`src/rtl/obstacle_pkg.sv`:
```
// Shared types and constants for the tree-obstacle scheduler.
package obstacle_pkg;

    // Encoding is visible on the 2-bit state output: 0 = IDLE, 1 = RUN, 2 = HALT.
    typedef enum logic [1:0] {
        IDLE = 2'd0,
        RUN  = 2'd1,
        HALT = 2'd2
    } obst_state_t;

    // Tree sprite footprint.
    localparam int unsigned SPRITE_W = 15;
    localparam int unsigned SPRITE_H = 8;

    // 8-bit Fibonacci LFSR, x^8 + x^6 + x^5 + x^4 + 1 (bits 7, 5, 4, 3 feed back).
    localparam logic [7:0] LFSR_SEED = 8'hA5;
    localparam logic [7:0] LFSR_TAPS = 8'hB8;

    // One LFSR step: shift left, XOR of the tapped bits enters at bit 0.
    function automatic logic [7:0] lfsr_next(input logic [7:0] cur);
        return {cur[6:0], ^(cur & LFSR_TAPS)};
    endfunction

endpackage

```
`src/rtl/obstacle_scheduler_lfsr8.sv`:
```
// Free-running pseudo-random source for spawn gaps; steps only when asked.
module lfsr8
    import obstacle_pkg::*;
(
    input  logic       clock,
    input  logic       reset_n,
    input  logic       advance,
    output logic [7:0] value
);

    logic [7:0] value_q;
    logic [7:0] value_d;

    // Next value: one shift per advance request, otherwise hold.
    always_comb begin
        value_d = value_q;
        if (advance) begin
            value_d = lfsr_next(value_q);
        end
    end

    // LFSR register; never cleared by game restarts, only by reset.
    always_ff @(posedge clock or negedge reset_n) begin
        if (!reset_n) begin
            value_q <= LFSR_SEED;
        end else begin
            value_q <= value_d;
        end
    end

    assign value = value_q;

endmodule

```
`src/rtl/obstacle_scheduler.sv`:
```
// Obstacle slot sequencer: spawns, scrolls and retires trees once per frame,
// ramps the scroll speed, and freezes the field on collision.
module obstacle_scheduler
    import obstacle_pkg::*;
#(
    parameter int unsigned NUM_SLOTS         = 3,
    parameter int unsigned SPAWN_X           = 625,
    parameter int unsigned OBST_Y            = 392,
    parameter int unsigned TICK_LINE         = 480,
    parameter int unsigned MIN_GAP           = 96,
    parameter int unsigned SPEED_INIT        = 2,
    parameter int unsigned SPEED_MAX         = 6,
    parameter int unsigned SPEED_STEP_FRAMES = 600
) (
    input  logic                    clock,
    input  logic                    reset_n,
    input  logic [9:0]              vcount,
    input  logic                    start,
    input  logic                    collision,
    output logic [NUM_SLOTS-1:0]    slot_en,
    output logic [10*NUM_SLOTS-1:0] slot_posx,
    output logic [10*NUM_SLOTS-1:0] slot_posy,
    output logic [2:0]              speed,
    output logic [1:0]              state,
    output logic                    frame_tick
);

    localparam int unsigned FrameW = $clog2(SPEED_STEP_FRAMES);

    localparam logic [9:0]        TickLine  = 10'(TICK_LINE);
    localparam logic [9:0]        SpawnX    = 10'(SPAWN_X);
    localparam logic [9:0]        ObstY     = 10'(OBST_Y);
    localparam logic [7:0]        MinGap    = 8'(MIN_GAP);
    localparam logic [2:0]        SpeedInit = 3'(SPEED_INIT);
    localparam logic [2:0]        SpeedMax  = 3'(SPEED_MAX);
    localparam logic [FrameW-1:0] FrameLast = FrameW'(SPEED_STEP_FRAMES - 1);

    obst_state_t                 state_q, state_d;
    logic [9:0]                  vcount_q, vcount_d;
    logic [NUM_SLOTS-1:0]        en_q, en_d;
    logic [NUM_SLOTS-1:0][9:0]   posx_q, posx_d;
    logic [2:0]                  speed_q, speed_d;
    logic [7:0]                  gap_q, gap_d;
    logic [7:0]                  next_gap_q, next_gap_d;
    logic [FrameW-1:0]           frame_q, frame_d;
    logic                        frame_tick_q, frame_tick_d;

    logic       tick;
    logic       advance;
    logic       clear_all;
    logic       spawn_done;
    logic [9:0] speed_ext;
    logic [8:0] gap_sum;
    logic [7:0] gap_sat;
    logic [7:0] lfsr_value;
    logic       unused_lfsr_bits;

    // Frame boundary: first cycle of the tick line; an update only lands in RUN
    // when no collision is reported in the same cycle.
    always_comb begin
        vcount_d = vcount;
        tick     = (vcount == TickLine) && (vcount_q != TickLine);
        advance  = (state_q == RUN) && tick && !collision;
    end

    lfsr8 u_lfsr8 (
        .clock   (clock),
        .reset_n (reset_n),
        .advance (advance),
        .value   (lfsr_value)
    );

    // Only the low six bits shape the gap.
    assign unused_lfsr_bits = ^lfsr_value[7:6];

    // Next-state logic: FSM plus the retire/move/gap/spawn/speed pipeline of a frame.
    always_comb begin
        state_d      = state_q;
        en_d         = en_q;
        posx_d       = posx_q;
        speed_d      = speed_q;
        gap_d        = gap_q;
        next_gap_d   = next_gap_q;
        frame_d      = frame_q;
        frame_tick_d = 1'b0;
        clear_all    = 1'b0;
        spawn_done   = 1'b0;

        speed_ext = {7'd0, speed_q};
        gap_sum   = {1'b0, gap_q} + {6'd0, speed_q};
        gap_sat   = gap_sum[8] ? 8'hFF : gap_sum[7:0];

        unique case (state_q)
            IDLE: begin
                clear_all = 1'b1;
                if (start) begin
                    state_d = RUN;
                end
            end
            RUN: begin
                // Collision beats a same-cycle tick: the frame update is dropped.
                if (collision) begin
                    state_d = HALT;
                end else if (tick) begin
                    frame_tick_d = 1'b1;

                    // Retire trees that would scroll past x = 0, move the rest.
                    for (int i = 0; i < NUM_SLOTS; i++) begin
                        if (en_q[i]) begin
                            if (posx_q[i] < speed_ext) begin
                                en_d[i]   = 1'b0;
                                posx_d[i] = '0;
                            end else begin
                                posx_d[i] = posx_q[i] - speed_ext;
                            end
                        end
                    end

                    gap_d = gap_sat;

                    // Spawn into the lowest free slot; if all are busy the spawn stays
                    // pending because gap_cnt is not cleared.
                    if (gap_sat >= next_gap_q) begin
                        for (int i = 0; i < NUM_SLOTS; i++) begin
                            if (!spawn_done && !en_d[i]) begin
                                en_d[i]    = 1'b1;
                                posx_d[i]  = SpawnX;
                                spawn_done = 1'b1;
                            end
                        end
                    end

                    if (spawn_done) begin
                        gap_d      = '0;
                        next_gap_d = MinGap + {1'b0, lfsr_value[5:0], 1'b0};
                    end

                    // Speed ramp every SPEED_STEP_FRAMES updates, capped.
                    if (frame_q == FrameLast) begin
                        frame_d = '0;
                        if (speed_q < SpeedMax) begin
                            speed_d = speed_q + 3'd1;
                        end
                    end else begin
                        frame_d = frame_q + FrameW'(1);
                    end
                end
            end
            HALT: begin
                if (start) begin
                    clear_all = 1'b1;
                    state_d   = RUN;
                end
            end
            default: begin
                clear_all = 1'b1;
                state_d   = IDLE;
            end
        endcase

        if (clear_all) begin
            en_d       = '0;
            posx_d     = '0;
            speed_d    = SpeedInit;
            gap_d      = '0;
            next_gap_d = MinGap;
            frame_d    = '0;
        end
    end

    // State registers; reset forces every output to its idle value immediately.
    always_ff @(posedge clock or negedge reset_n) begin
        if (!reset_n) begin
            state_q      <= IDLE;
            vcount_q     <= '0;
            en_q         <= '0;
            posx_q       <= '0;
            speed_q      <= SpeedInit;
            gap_q        <= '0;
            next_gap_q   <= MinGap;
            frame_q      <= '0;
            frame_tick_q <= 1'b0;
        end else begin
            state_q      <= state_d;
            vcount_q     <= vcount_d;
            en_q         <= en_d;
            posx_q       <= posx_d;
            speed_q      <= speed_d;
            gap_q        <= gap_d;
            next_gap_q   <= next_gap_d;
            frame_q      <= frame_d;
            frame_tick_q <= frame_tick_d;
        end
    end

    assign slot_en    = en_q;
    assign slot_posx  = posx_q;
    assign slot_posy  = {NUM_SLOTS{ObstY}};
    assign speed      = speed_q;
    assign state      = state_q;
    assign frame_tick = frame_tick_q;

endmodule

```
`config.mk`:
```
export PLATFORM = sky130hd
export DESIGN_NAME = obstacle_scheduler
export DESIGN_NICKNAME = d
export VERILOG_FILES = /design/src/rtl/obstacle_pkg.sv /design/src/rtl/obstacle_scheduler_lfsr8.sv /design/src/rtl/obstacle_scheduler.sv
export SDC_FILE = /design/constraint.sdc
export NUM_CORES = 1
export LEC_CHECK = 0
export CAP_MARGIN = 10
export CORE_MARGIN = 4
export CORE_UTILIZATION = 33
export DETAILED_ROUTE_END_ITERATION = 16
export PLACE_DENSITY_LB_ADDON = 0.2
export SLEW_MARGIN = 20
export SYNTH_ARGS = -nofsm -noshare
export SYNTH_HDL_FRONTEND = slang
export SYNTH_SLANG_ARGS = --single-unit
```
`constraint.sdc`:
```
create_clock -name clock -period 6.05 [get_ports clock]
set_input_delay 1.21 -clock clock [delete_from_list [all_inputs] [get_ports clock]]
set_output_delay 1.21 -clock clock [all_outputs]
set_load 0.01 [all_outputs]
```
# After elaboration in Yosys (flattened, before gate mapping)
# Index checks and enable logic that the tools add are counted.
[totals] regBits=83 inputBits=14 word_cells=135
[op_classes] addsub=7 magnitude_cmp=5 eq_ne=8 n_mux=81 reduce_logical=22
[ops] op="2-to-1 mux 30 bit" n=5
[ops] op="2-to-1 mux 10 bit" n=14
[ops] op="2-to-1 mux 8 bit" n=11
[ops] op="2-to-1 mux 1 bit" n=36
[ops] op="2-to-1 mux 3 bit" n=11
[ops] op="< comparator 10 x 3 -> 1 bit" n=3
[ops] op="subtractor 10 x 3 -> 10 bit" n=3
[ops] op="adder 10 x 1 -> 10 bit, second input constant" n=1
[ops] op="== test 10 bit, second input constant" n=1
[ops] op="== test 10 x 9 -> 1 bit, second input constant" n=1
[ops] op="!= test 10 x 9 -> 1 bit, second input constant" n=1
[ops] op="nonzero test 2 bit" n=5
[ops] op="adder 8 x 3 -> 9 bit" n=1
[ops] op="adder 7 x 7 -> 8 bit, first input constant" n=1
[ops] op=">= comparator 8 bit" n=1
[ops] op="XOR reduction 8 bit" n=1
[ops] op="logical AND 1 bit" n=5
[ops] op="logical NOT 1 bit" n=5
[ops] op="AND reduction 5 bit" n=1
[ops] op="2-to-1 mux 2 bit" n=2
[ops] op="!= test 2 x 1 -> 1 bit, second input constant" n=2
[ops] op="case mux 2 bit (2 select lines)" n=1
[ops] op="AND reduction 4 bit" n=1
[ops] op="adder 3 x 1 -> 3 bit, second input constant" n=1
[ops] op="9 further kinds" n=9

# Logic depth before layout (Yosys ltp)
# Gate-level depths: netlist (run 1).
[depth] ltp_word=30 mapped_depth=14 depth_no_buf=13

# By module
# A second synthesis (run 1) with hierarchy kept.
[unflattened] cells_unflattened=528 hier_area_um2=4963.5
[modules_own_cells] mod="obstacle_scheduler" n_inst=1 cells_per_inst=507 area_per_inst_um2=4639.4 seq_area_each_um2=1855.5
[modules_own_cells] mod="lfsr8" n_inst=1 cells_per_inst=21 area_per_inst_um2=324.1 seq_area_each_um2=205.2

# Worst setup path after synthesis (run 1)
# OpenSTA, ideal clock, no wires.
[synth_timing] kind="register -> register" startpoint="register speed_q[1], in the netlist speed[1]" endpoint="register next_gap_q[1]" t_arrival_ps=3296 setup_slack_ps=2633 path_stages_with_launch=14 n_path_buf=0 path_cell_list="dfstp_2 > ha_1 > a21o_1 > a21oi_1 > nor2_1 > and3_1 > mux2_2 > ha_1 > and3_1 > nand3_1 > o21ai_1 > a2bb2oi_2 > a21oi_2 > a22o_1"
[synth_via] elab_chain_len=27 elab_cells_between_ends=44 classes_between="add/sub (1); order compare (4); mux (31); reduce/logical (8)"
[synth_rtl] item="from (decl)" line_no="obstacle_scheduler.sv:42" text="logic [2:0] speed_q, speed_d;"
[synth_rtl] item="from (signal assigned)" line_no="obstacle_scheduler.sv:178" text="speed_q <= SpeedInit;"
[synth_rtl] item="from (signal assigned)" line_no="obstacle_scheduler.sv:188" text="speed_q <= speed_d;"
[synth_rtl] item="< comparator 10 x 3 -> 1 bit" line_no="obstacle_scheduler.sv:110" text="if (posx_q[i] < speed_ext) begin"
[synth_rtl] item="2-to-1 mux 1 bit" line_no="obstacle_scheduler.sv:110"
[synth_rtl] item="2-to-1 mux 1 bit" line_no="obstacle_scheduler.sv:109" text="if (en_q[i]) begin"
[synth_rtl] item="2-to-1 mux 1 bit" line_no="obstacle_scheduler.sv:104" text="end else if (tick) begin"
[synth_rtl] item="2-to-1 mux 1 bit" line_no="obstacle_scheduler.sv:102" text="if (collision) begin"
[synth_rtl] item="2-to-1 mux 1 bit" line_no="obstacle_scheduler.sv:93" text="unique case (state_q)"
[synth_rtl] item="2-to-1 mux 1 bit" line_no="obstacle_scheduler.sv:125" text="if (!spawn_done && !en_d[i]) begin"
[synth_rtl] item="2-to-1 mux 1 bit" line_no="obstacle_scheduler.sv:123" text="if (gap_sat >= next_gap_q) begin"
[synth_rtl] item="[... 11 more ...]"
[synth_rtl] item="logical AND 1 bit" line_no="obstacle_scheduler.sv:125"
[synth_rtl] item="2-to-1 mux 1 bit" line_no="obstacle_scheduler.sv:125"
[synth_rtl] item="2-to-1 mux 1 bit (*)" line_no="obstacle_scheduler.sv:123"
[synth_rtl] item="2-to-1 mux 1 bit (*)" line_no="obstacle_scheduler.sv:104"
[synth_rtl] item="2-to-1 mux 1 bit (*)" line_no="obstacle_scheduler.sv:102"
[synth_rtl] item="2-to-1 mux 1 bit (*)" line_no="obstacle_scheduler.sv:93"
[synth_rtl] item="nonzero test 2 bit (no line) (*)"
[synth_rtl] item="AND reduction 4 bit (no line) (*)"
[synth_rtl] item="to (signal assigned)" line_no="obstacle_scheduler.sv:180" text="next_gap_q <= MinGap;"
[synth_rtl] item="to (signal assigned)" line_no="obstacle_scheduler.sv:190" text="next_gap_q <= next_gap_d;"
[synth_rtl] item="to (decl)" line_no="obstacle_scheduler.sv:44" text="logic [7:0] next_gap_q, next_gap_d;"
# Every way passes the cells marked *; elsewhere a longest branch is shown, timed or not. The select of a mux whose other input is x is not followed.
# A chain may end at the register's enable or synchronous reset.

# Worst setup path after layout (run 1)
[layout_timing] startpoint="register speed_q[0], in the netlist speed[0]" endpoint="register next_gap_q[3]"
# Same word-level chain as after synthesis.

==> results of run 1 <==
## how the worst min path moves through the flow
stage | from | to | slack, ns | cells after the start
6_report | u_lfsr8.value[2] | u_lfsr8.value[2] | 0.46 | 2
5_1_grt | next_gap_q[7] | next_gap_q[7] | 0.49 | 1
4_1_cts | u_lfsr8.value[2] | u_lfsr8.value[2] | 0.47 | 2
3_5_place_dp | u_lfsr8.value[2] | u_lfsr8.value[2] | 0.46 | 2
3_3_place_gp | next_gap_q[7] | next_gap_q[7] | 0.47 | 1
2_1_floorplan | u_lfsr8.value[2] | u_lfsr8.value[2] | 0.44 | 2
## tightest hold or removal path: stages, from the launching register on
cell and delay, ns:
dfstp_2 0.37, nand2_1 0.05, nand2_1 0.04
## layout make-up
class	count	area, sq um
Sequential cell	82	2060
Timing Repair Buffer	56	552
Inverter	31	116
Fill cell	1435	8740
Multi-Input combinational cell	414	2580
Clock buffer	11	253
Tap cell	184	230
Clock inverter	5	52.6
## through the flow
| step | cell area [sq um] | total power, mW | hold slack, ns | utilization |
|---|---|---|---|---|
| CTS | 5840 | 1.29 | 0.469 | 0.400 |
| floorplan | 5040 | 0.669 | 0.442 | - |
| finish | 5840 | 1.27 | 0.465 | 0.401 |
| global route | 5840 | 1.33 | 0.494 | 0.401 |
| detailed placement | 5540 | 0.718 | 0.460 | 0.379 |
| global placement | 5540 | 0.715 | 0.466 | 0.379 |
## where the power goes
part	switching (mW)	internal, mW
combinational	0.102	0.0386
clock	0.221	0.340
sequential	0.00863	0.558
total	0.331	0.937
## state kept, by name, indices dropped and copies added (netlist names)
signal,count
frame_q,10
frame_tick,1
gap_q,8
next_gap_q,7
slot_en,3
slot_posx,30
speed,3
state,2
u_lfsr8.value,8
vcount_q,10
## cells in the final DEF, fill, tap and decap left out, drive strengths merged, types with 7 or more instances in the layout
| cell type | Yosys | final |
|---|---|---|
| ha | 22 | 22 |
| dfrtp | 75 | 75 |
| nor2 | 35 | 35 |
| a31oi | 12 | 12 |
| clkdlybuf4s50 | 0 | 51 |
| nor3 | 21 | 21 |
| clkbuf | 6 | 11 |
| o21ai | 60 | 60 |
| a21oi | 25 | 25 |
| nor2b | 7 | 7 |
| nand3 | 18 | 18 |
| conb | 2 | 30 |
| dfstp | 7 | 7 |
| and3 | 11 | 11 |
| inv | 31 | 31 |
| nor4 | 7 | 7 |
| a22o | 9 | 9 |
| nand2 | 61 | 61 |
| a21o | 8 | 8 |
## per-layer routing
metal  wire, um  track usage  vias to the layer above
li1           -            -                     2005
met1       6120        0.219                     1952
met2       5760        0.237                      137
met3        779       0.0463                        8
met4        106       0.0333                        0
met5          0            0                        -
## kinds of logic after synthesis
group | after synthesis
AOI/OAI and AO/OA | 155
xor gates and xnor gates | 9
adders and majority gates | 26
buffers and inverters | 75
DFF | 82
muxes | 2
other | 2
and+or+nand+nor | 192
==> metrics.md, run 1 <==
| Metric | Value |
|---|---|
| Area fraction in compound gates after synthesis | 0.210 |
| Number of flops mapped to enable cells by yosys | 0 |
| Startpoint Class | register |
| CP peak stage delay | 0.67 ns |
| CTS resizes | 0 |
| Share of the synthesized area in the top cell type | 0.380 |
| Yosys reg bits | 82 |
| Commonest cells post-synth | dfrtp_1 (75), nand2_1 (61), o21ai_0 (58), nor2_1 (34), buf_4 (31) |
| H-tree Lvls | 3 |
| Outcome | completed |
| Mapped cell area | roughly 4900 sq um |
| Layout cell share with drive strength beyond 1 | 0.0785 |
| Final WS setup | ~1.9 ns |
| Largest area contributor in the netlist | dfrtp_1 |
| Crit path DAT | ~4.4 ns |
| Antenna Violating Nets Remaining | 0 |
| N_diodes | 0 |
| Final setup violation count | 0 |
| XOR/XNOR share of the synthesized area | 0.0160 |
| Total grt overflow | 0 |
| Final nets | around 630 |
| Initial antenna violation count | 0 |
| VDD IR-drop max | between 0.0002 and 0.00025 V |
| Hold Fails Final Rpt | 0 |
| Worst EP required | approximately 6.3 ns |
| CTS buffer count | 9 |
| Post-Place Cells | 767 |
| WP buf/inv | 0 |
| Final HPWL DP | about 9 mm |
| Clock buffer depth | 2 |
| Residual DRC count | 0 |
| Area Overhead vs Synth | 18.3% |
| Crit-path cells | ha_1 -> fa_1 -> a21oi_2 -> nand2_1 -> mux2_2 -> ha_1 -> and3_1 -> nand3_1 -> o21ai_1 -> o2bb2ai_2 -> nor3_2 -> a22o_1 |
| Highest Clock Rate | around 240 MHz |
| Starting density of the core | 0.339 |
| Leakage | roughly 2.6 nW |
| Final period utilization | 0.688 |
| Type of the most critical hold path | reg -> reg |
| Critical R2R Launch | speed[0] |
| TNS Setup | 0 ns |
| Power per cell area | about 220 nW/um^2 |
| R2R Setup Slk | 1.89 ns |
| Fin crit period | about 4.2 ns |
| Core Rows | between 40 and 50 |
| Count leader, synth | dfrtp_1 |
| Top post-synthesis cells by area | dfrtp_1 (38%), o21ai_0 (5.9%), ha_1 (5.6%) |
| Finished Layout Cells | about 780 |
| Max Slew Vio Count | 0 |
| Worst skew pair latency | around 0.34 ns |
| Core area | between 10,000 and 15,000 sq um |
| Post-synthesis sequential area ratio | 0.417 |
| Slew margin rel. | 0.402 |
| Post-Synth Adder-Cell Area | 0.0719 |
| Critical path peak fanout | 11 |
| Worst slack at placement | 1.76 ns |
| Synth Flop Type | dfrtp_1 |
| CTS tree | yes |
| Die ar. | 17,000 sq um |
| Critical path depth | 12 |
| Max Cap Viol | 0 |
| Clk sinks | 82 |
| Number of global-route vias before repair | roughly 4,000 |
| Post-CTS Setup Bufs | 0 |
| Critical path's top delay family | compound AO/OA/AOI/OAI gates |
| CP endpoint kind | register |
| Iteration-0 DRC Markers | ~330 |
| Die height | approximately 130 um |
| Largest net degree at the start of global routing | 83 |
| CP most frequent cell | ha_1 |
| Synth warn | 0 |
| Final Skew | 0.00634 ns |
| Root Driver | clkbuf_16 |
| Synthesized area per cell | ~9.1 sq um |
| GPL Wtd Cong | about 0.87 |
| Async SR Flop Fraction | 1.00 |
| Crit Path Category | reg -> reg |
| Avg WL per Cell | between 15 and 20 um |
| Worst-Margin Slew | about 0.89 ns |
| Reg-to-reg endpoint | next_gap_q[3] |
| GR Util All Layers | 0.155 |
| Distinct cells, synth | 69 |
| Largest family of logic cells by synthesized area | compound AO/OA/AOI/OAI gates |
| Drt first pass iters | 5 |
| Vias per cell | roughly 5.2 |
| CTS Hold Buffers Added | 0 |
| R2R cell count | 12 |
| Crit path launch | speed[0] |
| Io pins | a little over 80 |
| Clock-pin slew on the worst setup and hold paths | 0.06 ns |
| RSZ-0062 raised after global routing | no |
| CP Capture Point | next_gap_q[3] |
| CP max-delay cell | o21ai_1 |
| Via Count | slightly above 4,000 |
| Die W | around 130 um |
| Total Wirelength | roughly 13 mm |
| Multiplexer share of the synthesized area | 0.00456 |
| Post-synthesis simple-gate area fraction | 0.195 |
| Port buffer count | 52 |
| First-pass GRT wire length | roughly 20 mm |
| Synth Instances | around 540 |
Note: power is estimated with default switching activity, not from simulation.
==> inputs of run 2 (changes only) <==
==> constraint.sdc (replaced) <==
create_clock -name clock -period 4.07 [get_ports clock]
set_input_delay 0.814 -clock clock [delete_from_list [all_inputs] [get_ports clock]]
set_output_delay 0.814 -clock clock [all_outputs]
set_load 0.01 [all_outputs]
==> metrics.md, run 2 (synthesis gave the netlist of run 1 again) <==
| Metric | Value |
|---|---|
| Final setup violation count | 0 |
| Crit Path Category | reg -> reg |
| Layout cell share with drive strength beyond 1 | 0.0891 |
| Fin crit period | ~3.7 ns |
| Die ar. | around 17,000 sq um |
| Total grt overflow | 0 |
| Root Driver | clkbuf_16 |
| Residual DRC count | 0 |
| Die height | roughly 130 um |
| Worst skew pair latency | between 0.3 and 0.4 ns |
| H-tree Lvls | 3 |
| CTS tree | yes |
| Type of the most critical hold path | reg -> reg |
| Initial antenna violation count | 0 |
| Final Skew | between 0.009 and 0.01 ns |
| Final core occ | 0.407 |
| Clock-pin slew on the worst setup and hold paths | 0.06 ns |
| TNS Setup | 0 ns |
| Crit-path cells | ha_1 -> a21o_1 -> a21oi_1 -> nor2_1 -> and3_1 -> mux2_2 -> ha_1 -> and3_1 -> nand3_1 -> nor4_4 -> o2bb2ai_2 -> nor3_2 -> a22o_1 |
| GPL Wtd Cong | between 0.8 and 0.9 |
| Max Slew Vio Count | 0 |
| VDD IR-drop max | 0.000181 V |
| Power per cell area | approximately 340 nW/um^2 |
| Commonest non-fill, non-tap cell in the layout | dfrtp_1 |
| Port buffer count | 52 |
| CP peak stage delay | 0.58 ns |
| Drt first pass iters | 7 |
| Crit path DAT | 4.03 ns |
| First-pass GRT wire length | slightly above 20 mm |
| Leakage | around 2.6 nW |
| Final nets | ~640 |
| Io pins | 83 |
| Die W | ~130 um |
| CP endpoint kind | register |
| Largest net degree at the start of global routing | 63 |
| Most frequent cells in the layout | dfrtp_1 (75), nand2_1 (61), o21ai_0 (58) |
| Vias per cell | approximately 5.3 |
| Final Power | roughly 2 mW |
| Core Rows | between 40 and 50 |
| Starting density of the core | 0.339 |
| Hold Fails Final Rpt | 0 |
| Max Cap Viol | 0 |
| CTS buffer count | 9 |
| Outcome | completed |
| Max reg flops | 30 |
| Final period utilization | 0.921 |
| Number of global-route vias before repair | just over 4,000 |
| Area Overhead vs Synth | 20.2% |
| Core area | around 15,000 sq um |
| Iteration-0 DRC Markers | between 200 and 250 |
| N_diodes | 0 |
| Avg WL per Cell | 16.3 um |
| Via Count | about 4,200 |
| Total Wirelength | around 13 mm |
| Slew margin rel. | 0.423 |
| Worst EP required | roughly 4.4 ns |
| GR Util All Layers | 0.155 |
| RSZ-0062 raised after global routing | no |
| Critical path peak fanout | 11 |
| Final HPWL DP | 9.17 mm |
| Startpoint Class | register |
| Clock buffer depth | 2 |
| Clk sinks | between 80 and 90 |
| Worst-Margin Slew | approximately 0.87 ns |
| CTS Hold Buffers Added | 0 |
| Hold Slack | approximately 0.46 ns |
| Antenna Violating Nets Remaining | 0 |
| Highest Clock Rate | roughly 270 MHz |
| CP max-delay cell | dfstp_2 |
[run 2: cell count changes in the layout (fill, tap and decap cells not counted), sizes merged]
cell,previous run,this run
buf,5,12
bufinv,1,3
clkinv,3,1
[run 2: final timing paths]
kind / from / to / slack (ns) / depth (start not counted)
worst max-delay path: speed[1] / next_gap_q[4] / 0.32 / 13
worst min-delay path: u_lfsr8.value[7] / u_lfsr8.value[7] / 0.46 / 2
worst max register to register: speed[1] / next_gap_q[4] / 0.32 / 13
worst min register to register: u_lfsr8.value[7] / u_lfsr8.value[7] / 0.46 / 2
max in group asynchronous: reset_n / slot_posx[1] / 2.69 / 2
min in group asynchronous: reset_n / frame_q[6] / 0.57 / 1
[run 2: critical path: cells and delay by family, from the launching register on]
family | cells | cell delay (ns)
mux | 1 | 0.28
compound gates | 4 | 0.86
flops | 1 | 0.58
fa+ha+maj | 2 | 0.54
simple gates | 6 | 1.43
[run 2: repair_timing]
item | CTS | global route
gates resized for setup | 0 | 1
buffers inserted | 0 | 0
setup endpoints to repair | 0 | 11
[run 2: stage by stage]
stage | setup slack [ns] | instances | area (sq um)
3_3_place_gp | 0.318 | 774 | 5590
3_5_place_dp | 0.203 | 774 | 5590
6_report | 0.321 | 790 | 5940
2_1_floorplan | 0.653 | 571 | 5040
4_1_cts | 0.176 | 790 | 5930
5_1_grt | 0.0215 | 790 | 5940
[run 2: power by group]
group          internal (mW)  leakage [nW]  total (mW)  switching, mW
Clock                  0.616         0.166       0.955          0.339
Combinational         0.0652          1.38       0.222          0.156
Sequential             0.830          1.09       0.842         0.0121
[run 2: layout make-up]
| type | count | area (sq um) |
|---|---|---|
| fill | 1451 | 8650 |
| multi-input combinational | 414 | 2580 |
| sequential | 82 | 2060 |
| timing repair buffer | 63 | 601 |
| clock buffer | 11 | 243 |
| tap | 184 | 230 |
| inverter | 31 | 116 |
| clock inverter | 5 | 103 |
[run 2: metal layers]
layer	global-route usage	share of wire	wire, um	up-vias
li1	-	-	-	2014
met1	0.216	0.48	6110	2025
met2	0.241	0.46	5910	119
met3	0.0254	0.048	611	14
met4	0.0623	0.017	214	0
met5	0	0	0	-
